`src/rtl/jvm_xlate_seq_if.sv`:
```
// ---------------------------------------------------------------------------
// jvm_xlate_seq_if
//   Byte-stream input and ARM-word output handshakes of the JVM->ARM
//   translation sequencer.
//   slave  : translator view (consumes bytes, produces words)
//   master : surrounding-system view (bytecode reader / ARM word writer)
//   in_valid/in_ready/in_byte       : bytecode byte stream
//   out_valid/out_ready/out_word/out_last : emitted ARM instruction words
// ---------------------------------------------------------------------------
interface jvm_xlate_seq_if #(
  parameter int ARM_W = 32
) ();
  logic             in_valid;
  logic             in_ready;
  logic [7:0]       in_byte;
  logic             out_valid;
  logic             out_ready;
  logic [ARM_W-1:0] out_word;
  logic             out_last;

  modport slave (
    input  in_valid, in_byte, out_ready,
    output in_ready, out_valid, out_word, out_last
  );

  modport master (
    output in_valid, in_byte, out_ready,
    input  in_ready, out_valid, out_word, out_last
  );
endinterface

```
`src/rtl/jvm_xlate_seq.sv`:
```
// ---------------------------------------------------------------------------
// jvm_xlate_seq
//   Consumes a JVM bytecode stream, resolves the `wide` prefix, collects a
//   per-opcode number of operand bytes, then walks a template ROM linked list
//   and emits ARM words with operand bytes spliced in.
// Ports:
//   clk, reset     : clock (rising edge), asynchronous active-low reset
//   bus            : byte input / word output handshakes (slave modport)
//   desc_addr/data : descriptor ROM, data = {param_count, entry_ptr}, read
//                    in the cycle after desc_addr changes
//   tmpl_addr/data : template ROM, data = {last, insert, pidx, word}, read
//                    in the cycle after tmpl_addr changes
//   illegal        : one-cycle pulse on illegal opcode or double `wide`
//   busy           : high outside IDLE/FETCH_OP
// ARM_W is expected to be >= 16 (a wide splice replaces the low 16 bits).
// ---------------------------------------------------------------------------
module jvm_xlate_seq #(
  parameter int         ADDR_W      = 9,
  parameter int         ARM_W       = 32,
  parameter int         MAX_PARAMS  = 4,
  parameter int         PCNT_W      = 3,
  parameter logic [7:0] WIDE_OPCODE = 8'hC4
) (
  input  logic                                      clk,
  input  logic                                      reset,
  jvm_xlate_seq_if.slave                            bus,
  output logic [7:0]                                desc_addr,
  input  logic [PCNT_W+ADDR_W-1:0]                  desc_data,
  output logic [ADDR_W-1:0]                         tmpl_addr,
  input  logic [ARM_W+2+$clog2(2*MAX_PARAMS)-1:0]   tmpl_data,
  output logic                                      illegal,
  output logic                                      busy
);

  localparam int BUF_N  = 2 * MAX_PARAMS;
  localparam int PIDX_W = $clog2(BUF_N);
  localparam int IDX_W  = $clog2(BUF_N + 1);
  localparam int BUF_D  = 1 << PIDX_W;

  typedef enum logic [2:0] {
    S_IDLE, S_FETCH_OP, S_DESC, S_PARAMS, S_TMPL_RD, S_EMIT
  } state_e;

  state_e             state_q, state_d;
  logic               in_ready_q, in_ready_d;
  logic               out_valid_q, out_valid_d;
  logic [ARM_W-1:0]   out_word_q, out_word_d;
  logic               out_last_q, out_last_d;
  logic               illegal_q, illegal_d;
  logic               busy_q, busy_d;
  logic [7:0]         desc_addr_q, desc_addr_d;
  logic [ADDR_W-1:0]  tmpl_addr_q, tmpl_addr_d;
  logic [ADDR_W-1:0]  entry_q, entry_d;
  logic               wide_q, wide_d;
  logic [IDX_W-1:0]   idx_q, idx_d;
  logic [IDX_W-1:0]   need_q, need_d;
  logic [7:0]         buf_q [BUF_D];
  logic [7:0]         buf_d [BUF_D];

  // ROM field views
  logic [PCNT_W-1:0]  d_pcnt;
  logic [ADDR_W-1:0]  d_entry;
  logic               t_last, t_insert;
  logic [PIDX_W-1:0]  t_pidx, t_pidx_nxt;
  logic [ARM_W-1:0]   t_word;
  logic [IDX_W-1:0]   need_w;
  logic               accept;

  assign d_entry  = desc_data[ADDR_W-1:0];
  assign d_pcnt   = desc_data[PCNT_W+ADDR_W-1:ADDR_W];
  assign t_word   = tmpl_data[ARM_W-1:0];
  assign t_pidx   = tmpl_data[ARM_W +: PIDX_W];
  assign t_insert = tmpl_data[ARM_W+PIDX_W];
  assign t_last   = tmpl_data[ARM_W+PIDX_W+1];
  // Second byte of a wide operand wraps within the operand buffer.
  assign t_pidx_nxt = (t_pidx == PIDX_W'(BUF_N - 1)) ? '0 : t_pidx + 1'b1;
  assign accept   = bus.in_valid && in_ready_q;

  // NOTE: combinational next-state logic uses blocking assignments and gives
  // every _d signal a default first, so no latch can be inferred.
  always_comb begin
    state_d     = state_q;
    out_word_d  = out_word_q;
    out_last_d  = out_last_q;
    illegal_d   = 1'b0;
    desc_addr_d = desc_addr_q;
    tmpl_addr_d = tmpl_addr_q;
    entry_d     = entry_q;
    wide_d      = wide_q;
    idx_d       = idx_q;
    need_d      = need_q;
    buf_d       = buf_q;
    need_w      = wide_q ? IDX_W'({d_pcnt, 1'b0}) : IDX_W'(d_pcnt);

    unique case (state_q)
      S_IDLE: state_d = S_FETCH_OP;

      S_FETCH_OP: begin
        if (accept) begin
          if (bus.in_byte == WIDE_OPCODE) begin
            // A second prefix in a row is illegal and cancels the first.
            illegal_d = wide_q;
            wide_d    = !wide_q;
          end else begin
            desc_addr_d = bus.in_byte;
            state_d     = S_DESC;
          end
        end
      end

      S_DESC: begin
        if (d_entry == '0) begin
          illegal_d = 1'b1;
          wide_d    = 1'b0;
          state_d   = S_FETCH_OP;
        end else begin
          entry_d = d_entry;
          need_d  = need_w;
          if (need_w == '0) begin
            tmpl_addr_d = d_entry;
            state_d     = S_TMPL_RD;
          end else begin
            state_d = S_PARAMS;
          end
        end
      end

      S_PARAMS: begin
        if (accept) begin
          buf_d[idx_q[PIDX_W-1:0]] = bus.in_byte;
          idx_d = idx_q + 1'b1;
          if (idx_d == need_q) begin
            tmpl_addr_d = entry_q;
            state_d     = S_TMPL_RD;
          end
        end
      end

      S_TMPL_RD: begin
        if (!t_insert)
          out_word_d = t_word;
        else if (!wide_q)
          out_word_d = {t_word[ARM_W-1:8], buf_q[t_pidx]};
        else
          out_word_d = {t_word[ARM_W-1:16], buf_q[t_pidx], buf_q[t_pidx_nxt]};
        out_last_d = t_last;
        state_d    = S_EMIT;
      end

      S_EMIT: begin
        if (bus.out_ready) begin
          if (out_last_q) begin
            wide_d  = 1'b0;
            idx_d   = '0;
            state_d = S_FETCH_OP;
          end else begin
            tmpl_addr_d = tmpl_addr_q + 1'b1;
            state_d     = S_TMPL_RD;
          end
        end
      end

      default: state_d = S_IDLE;
    endcase

    // Handshake strobes are registered from the state being entered.
    in_ready_d  = (state_d == S_FETCH_OP) || (state_d == S_PARAMS);
    out_valid_d = (state_d == S_EMIT);
    busy_d      = !((state_d == S_IDLE) || (state_d == S_FETCH_OP));
  end

  // NOTE: the operand buffer is a handful of flops, so it is cleared by reset
  // like everything else; stale reads after reset then return zero.
  always_ff @(posedge clk or negedge reset) begin
    if (!reset) begin
      state_q     <= S_IDLE;
      in_ready_q  <= 1'b0;
      out_valid_q <= 1'b0;
      out_word_q  <= '0;
      out_last_q  <= 1'b0;
      illegal_q   <= 1'b0;
      busy_q      <= 1'b0;
      desc_addr_q <= '0;
      tmpl_addr_q <= '0;
      entry_q     <= '0;
      wide_q      <= 1'b0;
      idx_q       <= '0;
      need_q      <= '0;
      buf_q       <= '{default: '0};
    end else begin
      state_q     <= state_d;
      in_ready_q  <= in_ready_d;
      out_valid_q <= out_valid_d;
      out_word_q  <= out_word_d;
      out_last_q  <= out_last_d;
      illegal_q   <= illegal_d;
      busy_q      <= busy_d;
      desc_addr_q <= desc_addr_d;
      tmpl_addr_q <= tmpl_addr_d;
      entry_q     <= entry_d;
      wide_q      <= wide_d;
      idx_q       <= idx_d;
      need_q      <= need_d;
      buf_q       <= buf_d;
    end
  end

  assign bus.in_ready  = in_ready_q;
  assign bus.out_valid = out_valid_q;
  assign bus.out_word  = out_word_q;
  assign bus.out_last  = out_last_q;
  assign desc_addr     = desc_addr_q;
  assign tmpl_addr     = tmpl_addr_q;
  assign illegal       = illegal_q;
  assign busy          = busy_q;

endmodule

```
`src/flat_wrapper.sv`:
```
// flat-port wrapper written by rule: the top's interface ports become plain ports
module jvm_xlate_seq_flat 
#(
  parameter int         ADDR_W      = 9,
  parameter int         ARM_W       = 32,
  parameter int         MAX_PARAMS  = 4,
  parameter int         PCNT_W      = 3,
  parameter logic [7:0] WIDE_OPCODE = 8'hC4
)
  (clk, reset, desc_addr, desc_data, tmpl_addr, tmpl_data, illegal, busy, bus_in_valid, bus_in_byte, bus_out_ready, bus_in_ready, bus_out_valid, bus_out_word, bus_out_last);
  jvm_xlate_seq_if #(.ARM_W(ARM_W)) bus_i ();
  input  logic clk;
  input  logic reset;
  output logic [7:0] desc_addr;
  input  logic [PCNT_W+ADDR_W-1:0] desc_data;
  output logic [ADDR_W-1:0] tmpl_addr;
  input  logic [ARM_W+2+$clog2(2*MAX_PARAMS)-1:0] tmpl_data;
  output logic illegal;
  output logic busy;
  input wire logic [$bits(bus_i.in_valid)-1:0] bus_in_valid;
  input wire logic [$bits(bus_i.in_byte)-1:0] bus_in_byte;
  input wire logic [$bits(bus_i.out_ready)-1:0] bus_out_ready;
  output wire logic [$bits(bus_i.in_ready)-1:0] bus_in_ready;
  output wire logic [$bits(bus_i.out_valid)-1:0] bus_out_valid;
  output wire logic [$bits(bus_i.out_word)-1:0] bus_out_word;
  output wire logic [$bits(bus_i.out_last)-1:0] bus_out_last;
  assign bus_i.in_valid = bus_in_valid;
  assign bus_i.in_byte = bus_in_byte;
  assign bus_i.out_ready = bus_out_ready;
  assign bus_in_ready = bus_i.in_ready;
  assign bus_out_valid = bus_i.out_valid;
  assign bus_out_word = bus_i.out_word;
  assign bus_out_last = bus_i.out_last;
  jvm_xlate_seq #(.ADDR_W(ADDR_W), .ARM_W(ARM_W), .MAX_PARAMS(MAX_PARAMS), .PCNT_W(PCNT_W), .WIDE_OPCODE(WIDE_OPCODE)) u_core (.clk(clk), .reset(reset), .bus(bus_i), .desc_addr(desc_addr), .desc_data(desc_data), .tmpl_addr(tmpl_addr), .tmpl_data(tmpl_data), .illegal(illegal), .busy(busy));
endmodule
```
`config.mk`:
```
export PLATFORM = sky130hd
export DESIGN_NAME = jvm_xlate_seq_flat
export DESIGN_NICKNAME = d
export VERILOG_FILES = /design/src/rtl/jvm_xlate_seq_if.sv /design/src/rtl/jvm_xlate_seq.sv /design/src/flat_wrapper.sv
export SDC_FILE = /design/constraint.sdc
export NUM_CORES = 1
export LEC_CHECK = 0
export CORE_MARGIN = 2
export CORE_UTILIZATION = 49
export DETAILED_ROUTE_END_ITERATION = 16
export PLACE_DENSITY_LB_ADDON = 0.25
export SYNTH_ARGS = -nofsm -noshare
export SYNTH_HDL_FRONTEND = slang
export SYNTH_SLANG_ARGS = --single-unit
```
`constraint.sdc`:
```
create_clock -name clk -period 2.23 [get_ports clk]
set_clock_uncertainty 0.05 [all_clocks]
set_input_delay 0.446 -clock clk [delete_from_list [all_inputs] [get_ports clk]]
set_output_delay 0.446 -clock clk [all_outputs]
set_load 0.03 [all_outputs]
```
* Yosys cells after proc, flatten, opt, wreduce, memory -nomap -nowiden *
Index checks and enable logic that the tools add are counted.

word-level totals
  register bits = 139
  output and inout port bits = 54
  word-level logic and storage cells = 116

operators by class
  add/subtract/negate cells = 3
  magnitude comparators = 4
  eq/ne operators = 21
  mux-type cells = 43
  bitwise gates (word level) = 5
  reduce and logical (&&, ||, !) cells = 19

operators by type and width
  cell                 number
  $bwmux 64            1
  $mux 9               6
  $bmux 8 s3           2
  $mux 8               5
  $mux 16              2
  $mux 3               9
  $pmux 9 s3           1
  $demux 8 s3          1
  $pmux 3 s6           1
  $mux 4               4
  $ne 2x1->1 const B   7
  $eq 3x3->1 const B   4
  $ge 4x4->1 const B   3
  $not 3->4            3
  $add 9x1->9 const B  1
  $eq 3x2->1 const B   3
  $logic_not 9->1      1
  $eq 8x8->1 const B   1
  $mux 1               8
  $pmux 4 s2           1
  $reduce_and 7->1     1
  $eq 3x1->1 const B   2
  $logic_not 3->1      2
  $ne 2x2->1 const B   3
  17 further kinds     23

* Longest topological paths before layout *
  depth after elaboration = 8
  mapped depth = 7

* Worst setup path before layout *
OpenSTA, ideal clock, no wires.

  kind = input to register
  start point = input tmpl_data[32]
  end point = register u_core.out_word_q[4], in the netlist u_core.bus.out_word[4]
  setup time = 0.145 ns
  arrival time = 2.104 ns
  required time = 2.035 ns
  path slack = -0.069 ns
  stages = 7
  buffers on the path = 1
  path through = ha_1 ha_1 nor2_2 buf_6 mux4_1 mux2i_1 a221oi_1

on the way
  word-level cells in the longest chain between the ends = 8
  elaborated cells between the ends (all ways) = 13

RTL lines
  item                                       RTL line              text
  start: declaration                         flat_wrapper.sv:17    input logic [ARM_W+2+$clog2(2*MAX_PARAMS)-1:0] tmpl_data;
  $add 3x1->3 or $eq 3x3->1 (tied branches)  jvm_xlate_seq.sv:76   assign t_pidx_nxt = (t_pidx == PIDX_W'(BUF_N - 1)) ? '0 : t_pidx + 1'b1;
  $mux 3                                     jvm_xlate_seq.sv:76
  $not 3->4 (implied by the code)            jvm_xlate_seq.sv:145  out_word_d = {t_word[ARM_W-1:16], buf_q[t_pidx], buf_q[t_pidx_nxt]};
  $bmux 8 s3                                 jvm_xlate_seq.sv:145
  $mux 8 (implied by the code) (2 in a row)  jvm_xlate_seq.sv:145
  $mux 16 *                                  jvm_xlate_seq.sv:142  else if (!wide_q)
  $mux 16 *                                  jvm_xlate_seq.sv:140  if (!t_insert)
  end signal: assignment                     jvm_xlate_seq.sv:194  out_word_q <= out_word_d;
  end: declaration                           jvm_xlate_seq.sv:47   logic [ARM_W-1:0] out_word_q, out_word_d;

Mark *: on every way between the ends. The rest lies on a longest branch, timed or not. The select of a mux whose other input is x is not followed.
A chain may end at the register's enable or synchronous reset.

* Worst setup path in the final report *
  start point = register u_core.out_last_q, in the netlist u_core.bus.out_last
  end point = output bus_out_last

RTL lines
  item                      RTL line              text
  start: declaration        jvm_xlate_seq.sv:48   logic out_last_q, out_last_d;
  start signal: assignment  jvm_xlate_seq.sv:195  out_last_q <= out_last_d;
  end: declaration          flat_wrapper.sv:26    output wire logic [$bits(bus_i.out_last)-1:0] bus_out_last;

No word-level cell between the ends.

==> impl_metrics.ini <==
[worst_setup_path]
crit_buf_inv = 1
crit_chain = clkdlybuf4s50_1
cpPeakStageDelay_ps = 720
timing_worst_setup_path_type = reg2out
required_ps = 1730
critPathSlowestCell = clkdlybuf4s50_1
critPathTopFamily = buffers and inverters
crit_fanout = 6
cp.arrival_ps = 1620
cp-start-kind = flop
setup.worst_path.end_class = primary output

[drt]
ant_nets = 0
drtIter0Drc = 552
drc = 0
via_count = 5421
dr.pass1.iters = 5
wl_per_cell_microns = 18.9
viasPerCell = 5.76
totalWireLength_mm = 17.8

[logic_synthesis]
yosysTopAreaCell = dfrtp_1
ys_ff_latch = 139
synth-main-ff-cell = dfrtp_1
syn-cell-area_sq_um = 7110
synth_top_area_share_pct = 48.9
syn_inst = 582
synth_edf_count = 0
ys_async_sr_fraction_pct = 100
avgSynthCellArea_sq_um = 12.2
synth_nets = 647
synth-seq-area-share_pct = 48.9
yosys_warnings = 0
synth.distinct_cells = 55
synthTopCellsByArea = dfrtp_1, mux2_2, mux4_2

[grt]
grt_max_degree = 52
antenna_found_initial = 0
gr-usage-all-layers_pct = 23.9
grt_pass1_vias = 5548
grt_pass1_wl_mm = 29.2
grt_overflow = 0

[job]
cap_violations = 0

[sta]
worst_slack_ps = 114
min_period_ps = 2120
clock.fmax_mhz = 473
finalSetupViolCount = 0
drv_slew = 0
worstMarginPinSlew_ps = 672
rsz0062_at_grt = no
hold_viol = 0
whs_ps = 426
fin_setup_tns_ps = 0
fin_crit_sh_pct = 94.9
slew_headroom_pct = 55.0

[floorplanning]
row_count = 44
die-width_microns = 124
io_pins = 115
core_sq_um = 14400
initial_utilization_pct = 49.5
die-height_microns = 124
dieArea_sq_um = 15500

[layout]
final_util_pct = 66.6
finalInstanceArea_sq_um = 9570
finalNetCount = 809
antenna_cells = 0
drive_gt1_share_pct = 31.2
seqCellArea_sq_um = 3480
stdcell_count = 941
area_delta_synth_final_pct = 34.7
layout_commonest_cell = dfrtp_1
n_fill_cell = 1078
layout_common_cells = dfrtp_1, clkdlybuf4s50_1, nand2_1
multiInputGateArea_sq_um = 3450

[cts]
clkTransAtPathRegs_ps = 60
tritoncts.num_buffers = 17
cts.sinks = 139
cts_root_buffer = clkbuf_16
clk_path_buf_depth = 2
htreeDepth = 4
clk_latency_ps = 420
cts_tree = done

[place]
gp_congestion = 0.874
pre_cts_ws_ps = -421
dp_hpwl_mm = 12.7
placedCellCount = 906
place_area_sq_um = 8880
port_buffers = 114

[power_and_ir_drop]
p_per_area_nw_per_um2 = 1260
peakVddDrop_uv = 723
power.leakage_nw = 4.27
power_mw = 12.1

[hold_path]
hold_path_class = reg2reg

[status]
outcome = completed
-- timing repair --
item | in CTS | in global routing
gates cloned | 0 | 1
hold buffers | 1 | 0
resized for setup | 1 | 9
pin swaps | 1 | 4
endpoints found under the hold margin | 49 | 0
setup endpoints to repair | 10 | 24
buffers inserted | 1 | 0
-- path summary, 6_finish.rpt --
| kind | from | end | slack, ps | depth (start not counted) |
|---|---|---|---|---|
| worst min-delay path | u_core.bus.out_word[15]$_DFFE_PN0N_ | u_core.bus.out_word[15]$_DFFE_PN0N_ | 430 | 2 |
| worst max register to register | u_core.idx_q[0]$_DFFE_PN0P_ | u_core.tmpl_addr[2]$_DFFE_PN0P_ | 140 | 7 |
| min in group asynchronous | reset | u_core.entry_q[4]$_DFFE_PN0P_ | 490 | 2 |
| worst min register to register | u_core.bus.out_word[15]$_DFFE_PN0N_ | u_core.bus.out_word[15]$_DFFE_PN0N_ | 430 | 2 |
| worst max-delay path | u_core.bus.out_last$_DFFE_PN0N_ | bus_out_last | 110 | 1 |
| max in group asynchronous | reset | u_core.buf_q[53]$_DFFE_PN0P_ | 1000 | 3 |
-- layout make-up --
class | instances | area share (%)
Timing Repair Buffer | 182 | 18.6
Multi-Input combinational cell | 402 | 36.0
Clock inverter | 11 | 1.63
Sequential cell | 139 | 36.4
Clock buffer | 21 | 4.92
Tap cell | 184 | 2.41
Inverter | 2 | 0.0784
-- layer usage --
layer / share of wire [%] / global-route usage, % / vias up
met5: 0 / 0 / -
met2: 47 / 36.7 / 207
met3: 6.6 / 5.58 / 34
li1: - / - / 2459
met1: 44 / 33.3 / 2721
met4: 2.5 / 9.32 / 0
-- power by group --
group,total [mW],internal [mW],switching (mW)
Combinational,4.98,2.45,2.54
Clock,2.97,1.86,1.10
Sequential,4.12,3.41,0.709
-- sequential cells by signal, indices dropped and copies added (netlist names) --
signal                cells
u_core.bus.out_last       1
u_core.tmpl_addr          9
u_core.state_q            3
u_core.entry_q            9
u_core.need_q             4
u_core.bus.out_word      32
u_core.busy               1
u_core.illegal            1
u_core.bus.out_valid      1
u_core.desc_addr          8
u_core.bus.in_ready       1
u_core.idx_q              4
u_core.buf_q             64
u_core.wide_q             1
-- cell usage after synthesis, types with 3 or more instances --
library cell	number
clkbuf_1	22
nand2b_1	3
a22oi_1	7
nor2b_1	4
nor3_1	5
a22o_1	9
mux4_1	3
or3_1	8
a221oi_1	8
xor2_1	3
mux2i_1	18
mux4_2	29
a31oi_1	4
and2_1	3
buf_4	5
buf_2	4
nand3_1	8
a21oi_1	4
xnor2_1	8
mux2_2	84
nor2_1	15
buf_1	6
nand2_1	99
nor2_2	3
dfrtp_1	139
o21ai_0	38
ha_1	4
-- kinds of logic (layout without fill, tap and decap cells) --
group           count (synthesis)  count (layout)  synth area share [%]
fa+ha+maj                       4               4                 0.704
xor+xnor                       12              12                  1.69
flops                         139             139                  48.9
mux                           134             134                  26.1
buf+inv                        41             216                  2.71
compound gates                 83              83                  7.71
simple gates                  169             169                  12.1
Note: power is estimated with default switching activity, not from simulation.
